`src/rtl/temp_monitor_seq.sv`:
```
// Sequential temperature monitor: averages enabled sensor readings with an
// iterative restoring divider and drives a thermometer LED bar plus alert.
module temp_monitor_seq #(
    parameter int S_NR       = 8,
    parameter int TEMP_WIDTH = 5,
    parameter int T_MIN      = 19,
    parameter int T_MAX      = 26,
    localparam int SUM_W     = TEMP_WIDTH + $clog2(S_NR + 1),
    localparam int LED_W     = T_MAX - T_MIN + 1
) (
    input  logic                       clk,
    input  logic                       rst_n,
    input  logic                       start,
    input  logic [S_NR*TEMP_WIDTH-1:0] value,
    input  logic [S_NR-1:0]            enable,
    output logic                       busy,
    output logic                       done,
    output logic [TEMP_WIDTH-1:0]      avg_q,
    output logic [SUM_W-1:0]           avg_r,
    output logic [LED_W-1:0]           led_output,
    output logic                       alert,
    output logic                       no_sensor
);

    // state | meaning
    // IDLE  | waiting for start; inputs captured on accept
    // ACCUM | one sensor per cycle summed into acc, enabled count in n
    // DIV   | restoring division acc / n, one quotient bit per cycle
    // DONE  | one-cycle done pulse; results already registered

    localparam int N_W   = $clog2(S_NR + 1);
    localparam int STEPS = (S_NR > SUM_W) ? S_NR : SUM_W;
    localparam int TMR_W = $clog2(STEPS + 1);

    typedef enum logic [1:0] {IDLE, ACCUM, DIV, DONE} state_t;

    state_t                     state, state_next;
    logic [S_NR*TEMP_WIDTH-1:0] value_r;
    logic [S_NR-1:0]            enable_r;
    logic [SUM_W-1:0]           acc;
    logic [SUM_W-1:0]           rem;
    logic [N_W-1:0]             n;
    logic [TMR_W-1:0]           tmr;

    logic                       tc;
    logic [N_W-1:0]             n_next;
    logic [SUM_W-1:0]           acc_add;
    logic [SUM_W:0]             trial;
    logic                       ge;
    logic [SUM_W-1:0]           rem_next;
    logic [SUM_W-1:0]           quo_next;
    logic [LED_W-1:0]           led_calc;
    logic                       range_alert;
    logic                       load_div;
    logic                       load_zero;

    assign tc      = (tmr == '0);
    assign n_next  = n + N_W'(enable_r[0]);
    assign acc_add = acc + SUM_W'(value_r[TEMP_WIDTH-1:0]);

    // acc doubles as dividend shifter and quotient collector during DIV
    assign trial    = {rem, acc[SUM_W-1]};
    assign ge       = (trial >= (SUM_W+1)'(n));
    assign rem_next = ge ? (trial[SUM_W-1:0] - SUM_W'(n)) : trial[SUM_W-1:0];
    assign quo_next = {acc[SUM_W-2:0], ge};

    assign load_div  = (state == DIV) && tc;
    assign load_zero = (state == ACCUM) && tc && (n_next == '0);

    always_comb begin
        int a;
        a = int'(quo_next[TEMP_WIDTH-1:0]);
        led_calc = '0;
        for (int k = 0; k < LED_W; k++) begin
            led_calc[k] = (a >= T_MIN + k);
        end
        range_alert = (a < T_MIN) || (a > T_MAX);
    end

    always_ff @(posedge clk or negedge rst_n) begin
        if (!rst_n) begin
            state <= IDLE;
        end else begin
            state <= state_next;
        end
    end

    always_comb begin
        state_next = state;
        case (state)
            IDLE:    if (start) state_next = ACCUM;
            ACCUM:   if (tc) state_next = (n_next == '0) ? DONE : DIV;
            DIV:     if (tc) state_next = DONE;
            DONE:    state_next = IDLE;
            default: state_next = IDLE;
        endcase
    end

    always_comb begin
        busy = (state != IDLE);
        done = (state == DONE);
    end

    always_ff @(posedge clk or negedge rst_n) begin
        if (!rst_n) begin
            value_r  <= '0;
            enable_r <= '0;
            acc      <= '0;
            rem      <= '0;
            n        <= '0;
            tmr      <= '0;
        end else begin
            case (state)
                IDLE: begin
                    if (start) begin
                        value_r  <= value;
                        enable_r <= enable;
                        acc      <= '0;
                        rem      <= '0;
                        n        <= '0;
                        tmr      <= TMR_W'(S_NR - 1);
                    end
                end
                ACCUM: begin
                    value_r  <= value_r >> TEMP_WIDTH;
                    enable_r <= enable_r >> 1;
                    n        <= n_next;
                    if (enable_r[0]) acc <= acc_add;
                    if (tc) begin
                        tmr <= TMR_W'(SUM_W - 1);
                        rem <= '0;
                    end else begin
                        tmr <= tmr - 1'b1;
                    end
                end
                DIV: begin
                    acc <= quo_next;
                    rem <= rem_next;
                    if (!tc) tmr <= tmr - 1'b1;
                end
                default: ;
            endcase
        end
    end

    always_ff @(posedge clk or negedge rst_n) begin
        if (!rst_n) begin
            avg_q      <= '0;
            avg_r      <= '0;
            led_output <= '0;
            alert      <= 1'b0;
            no_sensor  <= 1'b0;
        end else if (load_div) begin
            avg_q      <= quo_next[TEMP_WIDTH-1:0];
            avg_r      <= rem_next;
            led_output <= led_calc;
            alert      <= range_alert;
            no_sensor  <= 1'b0;
        end else if (load_zero) begin
            avg_q      <= '0;
            avg_r      <= '0;
            led_output <= '0;
            alert      <= 1'b1;
            no_sensor  <= 1'b1;
        end
    end

endmodule
```
`config.mk`:
```
export PLATFORM = sky130hd
export DESIGN_NAME = temp_monitor_seq
export DESIGN_NICKNAME = d
export VERILOG_FILES = /design/src/rtl/temp_monitor_seq.sv
export SDC_FILE = /design/constraint.sdc
export NUM_CORES = 1
export LEC_CHECK = 0
export ABC_AREA = 0
export CAP_MARGIN = 20
export CORE_MARGIN = 1
export CORE_UTILIZATION = 25
export DETAILED_ROUTE_END_ITERATION = 10
export GPL_TIMING_DRIVEN = 0
export PLACE_DENSITY = 0.43
export REMOVE_ABC_BUFFERS = 1
export SYNTH_ARGS = -nofsm -noshare
export SYNTH_HDL_FRONTEND = slang
export SYNTH_SLANG_ARGS = --single-unit
```
`constraint.sdc`:
```
create_clock -name clk -period 4.25 [get_ports clk]
set_clock_uncertainty 0.1 [all_clocks]
set_input_delay 0.85 -clock clk [delete_from_list [all_inputs] [get_ports clk]]
set_output_delay 0.85 -clock clk [all_outputs]
set_load 0.02 [all_outputs]
```
**Word-level counts from Yosys, hierarchy flattened**

Index checks and enable logic that the tools add are counted.

- Output and inout bits: 26
- Word-level logic and storage cells: 81
- Register bits after elaboration: 100

- Eq/ne operators: 8
- Mux-type cells: 30
- Reductions and logical operators: 16
- Order comparisons: 11
- Add/subtract/negate cells: 4

Operator list:

| kind | number |
|---|---|
| one-hot mux 40 bit (2 select lines) | 1 |
| two-way mux 9 bit | 6 |
| one-hot mux 9 bit (3 select lines) | 2 |
| >= comparator 5 bit (second input constant) | 8 |
| two-way mux 40 bit | 1 |
| two-way mux 8 bit | 3 |
| two-way mux 4 bit | 4 |
| one-hot mux 8 bit (2 select lines) | 1 |
| one-hot mux 4 bit (3 select lines) | 1 |
| AND reduction 3 bit | 4 |
| >= comparator 10 x 4 -> 1 bit | 1 |
| two-way mux 5 bit | 2 |
| inequality test 2 bit (second input constant) | 5 |
| adder 9 x 5 -> 9 bit | 1 |
| subtractor 9 x 4 -> 9 bit | 1 |
| logical NOT 4 bit | 2 |
| one-hot mux 2 bit (4 select lines) | 1 |
| one-hot mux 4 bit (2 select lines) | 1 |
| two-way mux 2 bit | 3 |
| nonzero test 2 bit | 3 |
| greater-than comparator 5 bit (second input constant) | 1 |
| < comparator 5 bit (second input constant) | 1 |
| adder 4 x 1 -> 4 bit | 1 |
| == test 2 bit (second input constant) | 2 |
| 8 further kinds | 13 |

**Longest topological paths before layout**

Gate-level depths: netlist of the first run.

- Word-level depth: 5
- Depth in mapped cells: 10
- Mapped depth without buffers: 9

**Least setup slack after synthesis of the first run**

Ideal clock, no wire load.

- Kind: flip-flop to flip-flop
- Start point: register acc[8]
- End point: register avg_r[1]
- Clock period less this slack: 2553 ps
- Slack: 1697 ps
- Path buffers: 1
- Cell stages (with the launch flop): 11
- Arrival: 2327 ps
- Cells stage by stage: dfrtp_1 -> inv_1 -> ha_1 -> inv_1 -> fa_1 -> a21o_1 -> a2111oi_4 -> and2_1 -> buf_4 -> mux2i_1 -> o21ai_1

- Word-level cells in the longest chain between the ends: 3

RTL lines:

| what | RTL line | text |
|---|---|---|
| from (decl) | 40 | `logic [SUM_W-1:0] acc;` |
| from (signal assigned) | 137 | `acc <= quo_next;` |
| subtractor 9 x 4 -> 9 bit / >= comparator 10 x 4 -> 1 bit (equally long branches) | 64, 63 |  |
| two-way mux 9 bit (*) | 64 | `assign rem_next = ge ? (trial[SUM_W-1:0] - SUM_W'(n)) : trial[SUM_W-1:0];` |
| two-way mux 9 bit (*) | 153 | `end else if (load_div) begin` |
| to (signal assigned) | 155 | `avg_r <= rem_next;` |
| to (decl) | 19 | `output logic [SUM_W-1:0] avg_r,` |

Every way passes the cells marked *; elsewhere a longest branch is shown, timed or not.
A chain may end at the register's enable or synchronous reset.

**Worst setup path in the final report of the first run**

- Start point: register state[0]
- End point: output busy

- Word-level cells in the longest chain between the ends: 1

RTL lines:

| what | RTL line | text |
|---|---|---|
| from (decl) | 37 | `state_t state, state_next;` |
| from (signal assigned) | 84 | `state <= state_next;` |
| nonzero test 2 bit | 100 | `busy = (state != IDLE);` |
| to (decl) | 16 | `output logic busy,` |

No other way between the ends.

==> flow_summary.toml, run 1 <==
[die]
core_mm2 = 0.02030
rows = 52
die_area_mm2 = 0.02133
ios = 77
start_util_pct = 25.55
die_x_um = 146.1
die_h_um = 146.1

[outcome]
run_status = "completed"

[routing]
drc = 0
viasPerCell = 4.688
ant_nets = 0
drt-total-wl_mm = 12.14
drt-wirelength-per-cell_um = 13.94
vias = 4083
drt_first_pass_iters = 5
drtIter0Drc = 170

[cts]
ctsLongestPathBuffers = 2
cts_resized = 0
cts_root_buffer = "clkbuf_16"
holdBufCountCts = 0
cts_setup_buffers = 0
path_clk_slew_ps = 70
cts_sinks = 100
cts_tree = "built"
ctsHtreeMaxLevel = 3
clock_latency_ps = 350
cts_buffers = 9

[sta]
tightest_slew_ps = 969.6
min_period_over_period_pct = 73.41
final-setup-viol-count = 0
fmax_mhz = 320.5
final-max-slew-violation-count = 0
setup_ws_ps = 1130
fin_crit_ps = 3120
hold_ws_ps = 377.1
rsz0062_at_grt = "no"
hold_viol_final = 0
slew_headroom_pct = 35.12

[flow_run]
maxCapViolCount = 0

[synthesis]
synth_ff_type = "dfrtp_1"
synth_edf_count = 0
synth_top_area_share_pct = 48.24
ys.warnings.count = 0
synth.most_common_cell = "dfrtp_1"
syn_avg_cell_area_um2 = 9.624
async_flop_share_pct = 100.0
yosys-top-cells-count = "100 x dfrtp_1, 91 x nand2_1, 58 x o21ai_0, 45 x mux2i_1"
synth_area_mm2 = 0.005187
ys_seq_elements = 100
synth.largest_area_cell = "dfrtp_1"
syn_inst = 539
ys_seq_area_share_pct = 48.24
synth_top_cells_by_area = "dfrtp_1 48%, mux2i_1 8.7%, nand2_1 6.6%"
synth_cell_types = 55

[setup_path]
worst_setup_path_end_kind = "primary output"
cp.arrival_ps = 2170
startpoint_type = "register"
required_ps = 3300
cp_max_fo = 11
regToRegSetupSlack_ps = 1170
worstSetupPathType = "register to primary output"

[power]
pwr-share-comb_pct = 53.4
power.density_mw_per_mm2 = 798.3
seq_power_share_pct = 31.3
intPower_mw = 2.921
ir_worst_vdd_mv = 0.3716
p_leak_nw = 2.852
power.switching_mw = 2.323
total_power_mw = 5.243
clkPwrFrac_pct = 15.3
swShare_pct = 44.30

[hold_path]
worstHoldPathType = "register to register"

[layout]
design_area_mm2 = 0.006568
areaGrowthSynthToFinish_pct = 26.60
fin_nets = 666
layout-drive-gt1-share_pct = 5.158
finalCoreUtilization_pct = 32.35
num_antenna_cells = 0

[grt]
grt_max_degree = 60
grt_usage_pct = 12.13
grt_pass1_wl_mm = 20.89
grt_antenna_before_repair = 0
grt_pass1_vias = 4207
overflow = 0

[placement]
gp_congestion = 0.7573
hpwl_mm = 8.626
placed_area_mm2 = 0.006282
dp_slack_ps = 813.3
portBuffers = 76
## worst paths after layout
kind,end,cells past startpoint,startpoint
worst min-delay path,value_r[6]$_DFFE_PN0P_,2,value_r[6]$_DFFE_PN0P_
worst max-delay path,busy,4,state[0]$_DFFE_PN0P_
worst min register to register,value_r[6]$_DFFE_PN0P_,2,value_r[6]$_DFFE_PN0P_
max in group asynchronous,led_output[4]$_DFFE_PN0P_,2,rst_n
worst max register to register,avg_r[1]$_DFFE_PN0P_,9,acc[8]$_DFFE_PN0P_
min in group asynchronous,enable_r[6]$_DFFE_PN0P_,1,rst_n
## cell families after synthesis
kind of cell               Yosys count  synth area share (%)
and+or+nand+nor                    154                 13.53
muxes                               45                 8.683
DFF                                100                 48.24
xor gates and xnor gates             7                 1.182
AOI/OAI and AO/OA                  163                 19.51
buffers and inverters               51                 3.980
adders and majority gates           19                 4.872
## routing by layer
metal / up-vias / part of all wire (%) / global-route usage [%]
li1: 2038 / - / -
met1: 1926 / 47 / 15.88
met2: 105 / 45 / 18.83
met3: 14 / 6.4 / 4.031
met4: 0 / 1.6 / 3.958
met5: - / 0 / 0
## through the flow
step	std cells	setup TNS, ps
final	871	0
after global routing	871	0
after CTS	871	0
after detailed placement	855	0
after global placement	850	-371140
after floorplan	504	-42040
## cell usage in the layout, fill, tap and decap left out, types with 2 or more instances in the layout
cell               n
a22oi_1            2
o21ai_1           22
a21oi_1           22
mux2i_1           45
nor2_1            12
fa_1               2
xor2_1             5
nand2_1           91
xnor2_1            2
and3_1             8
clkdlybuf4s50_1   75
nand3_1           13
a211oi_1           4
a32o_1             2
a31oi_1            6
nand4_1            6
inv_6              3
buf_16             3
o31ai_1            6
o31a_1             3
a21o_1             9
nor3_1             6
o22ai_1            2
dfrtp_1          100
ha_1              16
clkbuf_16          9
nor2b_1            2
o21ai_0           58
nand2b_1           3
clkinvlp_4         2
a211o_1            4
inv_1             16
a22o_1            11
## registers in the layout, indices dropped and copies added, names as in the netlist, 2 cells and up
register    cells
acc             9
n               4
enable_r        8
avg_r           9
avg_q           5
state           2
rem             9
led_output      8
value_r        40
tmr             4
## power by group through the flow
stage / sequential [mW] / clock, mW / combinational (mW)
3_3_place_gp: 1.65 / 0 / 2.75
4_1_cts: 1.65 / 0.840 / 2.84
2_1_floorplan: 1.65 / 0 / 1.96
6_report: 1.64 / 0.803 / 2.80
3_5_place_dp: 1.66 / 0 / 2.84
5_1_grt: 1.70 / 0.873 / 3.17
## worst max-delay path, cell delays in order, from the launching register on
cell,delay [ps]
dfrtp_1,480
inv_1,90
ha_1,360
inv_1,240
clkdlybuf4s50_1,650
## area by class of cell
| type | instances | area (µm²) |
|---|---|---|
| multi-input combinational | 388 | 2506 |
| tap | 270 | 337.8 |
| sequential | 100 | 2502 |
| clock buffer | 10 | 239.0 |
| clock inverter | 6 | 46.29 |
| fill | 2129 | 13730 |
| inverter | 16 | 60.06 |
| timing repair buffer | 81 | 875.8 |
Note: power is estimated with default switching activity, not from simulation.
==> inputs of run 2 (changes only) <==
- clock period: 4.25 -> 3.1 ns (I/O delays scaled with it)
==> run 2 against run 1 <==
  * First-iteration DRC count is 4.1% higher
  * Hold slack worse by 200 ps
  * Critical path depth grew 5
  * Clock power is 37% higher
  * Global-route usage is the same
  * Register-to-register slack worse by 1000 ps
  * Final cell count unchanged
  * Clock-buffer cell count unchanged
  * Combinational power increased by 38%
  * Critical endpoint is now avg_r[1]$_DFFE_PN0P_
  * Largest power group unchanged
==> flow_summary.toml, run 2 (synthesis gave the netlist of run 1 again) <==
[grt]
grt_pass1_vias = 4207
grt_antenna_before_repair = 0
grt_pass1_wl_mm = 20.89
grt_max_degree = 60
grt_usage_pct = 12.13
overflow = 0

[routing]
drt-wirelength-per-cell_um = 14.01
drc = 0
drt-total-wl_mm = 12.20
viasPerCell = 4.695
drtIter0Drc = 177
ant_nets = 0
vias = 4089
drt_first_pass_iters = 5

[die]
start_util_pct = 25.55
core_mm2 = 0.02030
die_x_um = 146.1
rows = 52
die_area_mm2 = 0.02133
die_h_um = 146.1
ios = 77

[power]
swShare_pct = 44.31
clkPwrFrac_pct = 15.3
pwr-share-comb_pct = 53.4
power.density_mw_per_mm2 = 1095
intPower_mw = 4.007
seq_power_share_pct = 31.3
ir_worst_vdd_mv = 0.5107
power.switching_mw = 3.188
p_leak_nw = 2.853

[setup_path]
critPathSlowestCell = "a2111oi_4"
path_cells = "inv_1, ha_1, inv_1, fa_1, a21o_1, a2111oi_4, and2_2, mux2i_1, o21ai_1"
required_ps = 3220
worstSetupPathType = "register to register"
cpPeakStageDelay_ps = 530
cp.arrival_ps = 3060
reg2reg_from = "acc[8]$_DFFE_PN0P_"
reg2reg_to = "avg_r[1]$_DFFE_PN0P_"
cp_top_family = "compound AO/OA/AOI/OAI gates"
r2r_cells = 9
critPathMostFrequentCell = "inv_1"
regToRegSetupSlack_ps = 160
worst_setup_path_end_kind = "register"
path_buf_inv = 2
startpoint_type = "register"
cp_max_fo = 8

[sta]
slew_headroom_pct = 58.09
tightest_slew_ps = 628.6
rsz0062_at_grt = "no"
hold_ws_ps = 180.1
final-setup-viol-count = 0
final-max-slew-violation-count = 0
fmax_mhz = 340.2
hold_viol_final = 0
fin_crit_ps = 2939
min_period_over_period_pct = 94.81
setup_tns_ps = 0

[cts]
clock_latency_ps = 350
cts_setup_buffers = 0
cts_sinks = 100
cts_buffers = 9
cts_resized = 0
holdBufCountCts = 0
ctsLongestPathBuffers = 2
cts_root_buffer = "clkbuf_16"
path_clk_slew_ps = 70
cts_tree = "built"
ctsHtreeMaxLevel = 3

[layout]
num_antenna_cells = 0
areaGrowthSynthToFinish_pct = 26.72
layout_common_cells = "100 x dfrtp_1, 91 x nand2_1, 75 x clkdlybuf4s50_1"
layout-drive-gt1-share_pct = 5.657
fin_nets = 666
largest-register = "value_r"
final_common_cell = "dfrtp_1"
largest_reg_flops = 40

[placement]
gp_congestion = 0.7573
portBuffers = 76
hpwl_mm = 8.626

[flow_run]
maxCapViolCount = 0

[outcome]
run_status = "completed"

[hold_path]
worstHoldPathType = "input port to async pin"
-- run 2: cell type report --
class	count	area (µm²)
multi-input cells	388	2512
clock inverters	6	46.29
repair buffers	81	875.8
clock buffers	10	239.0
inverters	16	60.06
well taps	270	337.8
fillers	2129	13730
flip-flops and latches	100	2502
-- run 2: worst max-delay path by stage --
stage / end / depth (start not counted) / from
floorplan: n[0]$_DFFE_PN0P_ / 4 / state[1]$_DFFE_PN0P_
global placement: n[0]$_DFFE_PN0P_ / 4 / state[1]$_DFFE_PN0P_
detailed placement: rem[7]$_DFFE_PN0P_ / 6 / start
CTS: avg_r[1]$_DFFE_PN0P_ / 9 / acc[8]$_DFFE_PN0P_
global route: avg_r[1]$_DFFE_PN0P_ / 9 / acc[8]$_DFFE_PN0P_
finish: avg_r[1]$_DFFE_PN0P_ / 9 / acc[8]$_DFFE_PN0P_
-- run 2: per-layer routing --
layer	GRT usage, %	vias to the layer above	share of wire [%]	wire, µm
li1	-	2038	-	-
met1	15.88	1926	47	5744
met2	18.83	111	45	5463
met3	4.031	14	6.6	802
met4	3.958	0	1.6	193
met5	0	-	0	0
-- run 2: stage by stage --
step                      instances  power, mW  worst slack, ps  utilization [%]  cell area, µm²
final                           871      7.195            160.8            32.38            6574
after global routing            871      7.884            34.61            32.38            6574
after floorplan                 504      4.943            -2137                -            5041
after detailed placement        855      6.167           -106.7            30.95            6282
after CTS                       871      7.304            10.50            32.35            6568
after global placement          850      5.493            -4887            30.25            6140
-- run 2: power by group through the flow --
stage | registers [mW] | logic [mW] | clock network [mW]
global placement | 2.20 | 3.29 | 0
detailed placement | 2.28 | 3.89 | 0
floorplan | 2.26 | 2.69 | 0
global route | 2.34 | 4.35 | 1.20
finish | 2.25 | 3.85 | 1.10
CTS | 2.26 | 3.90 | 1.15
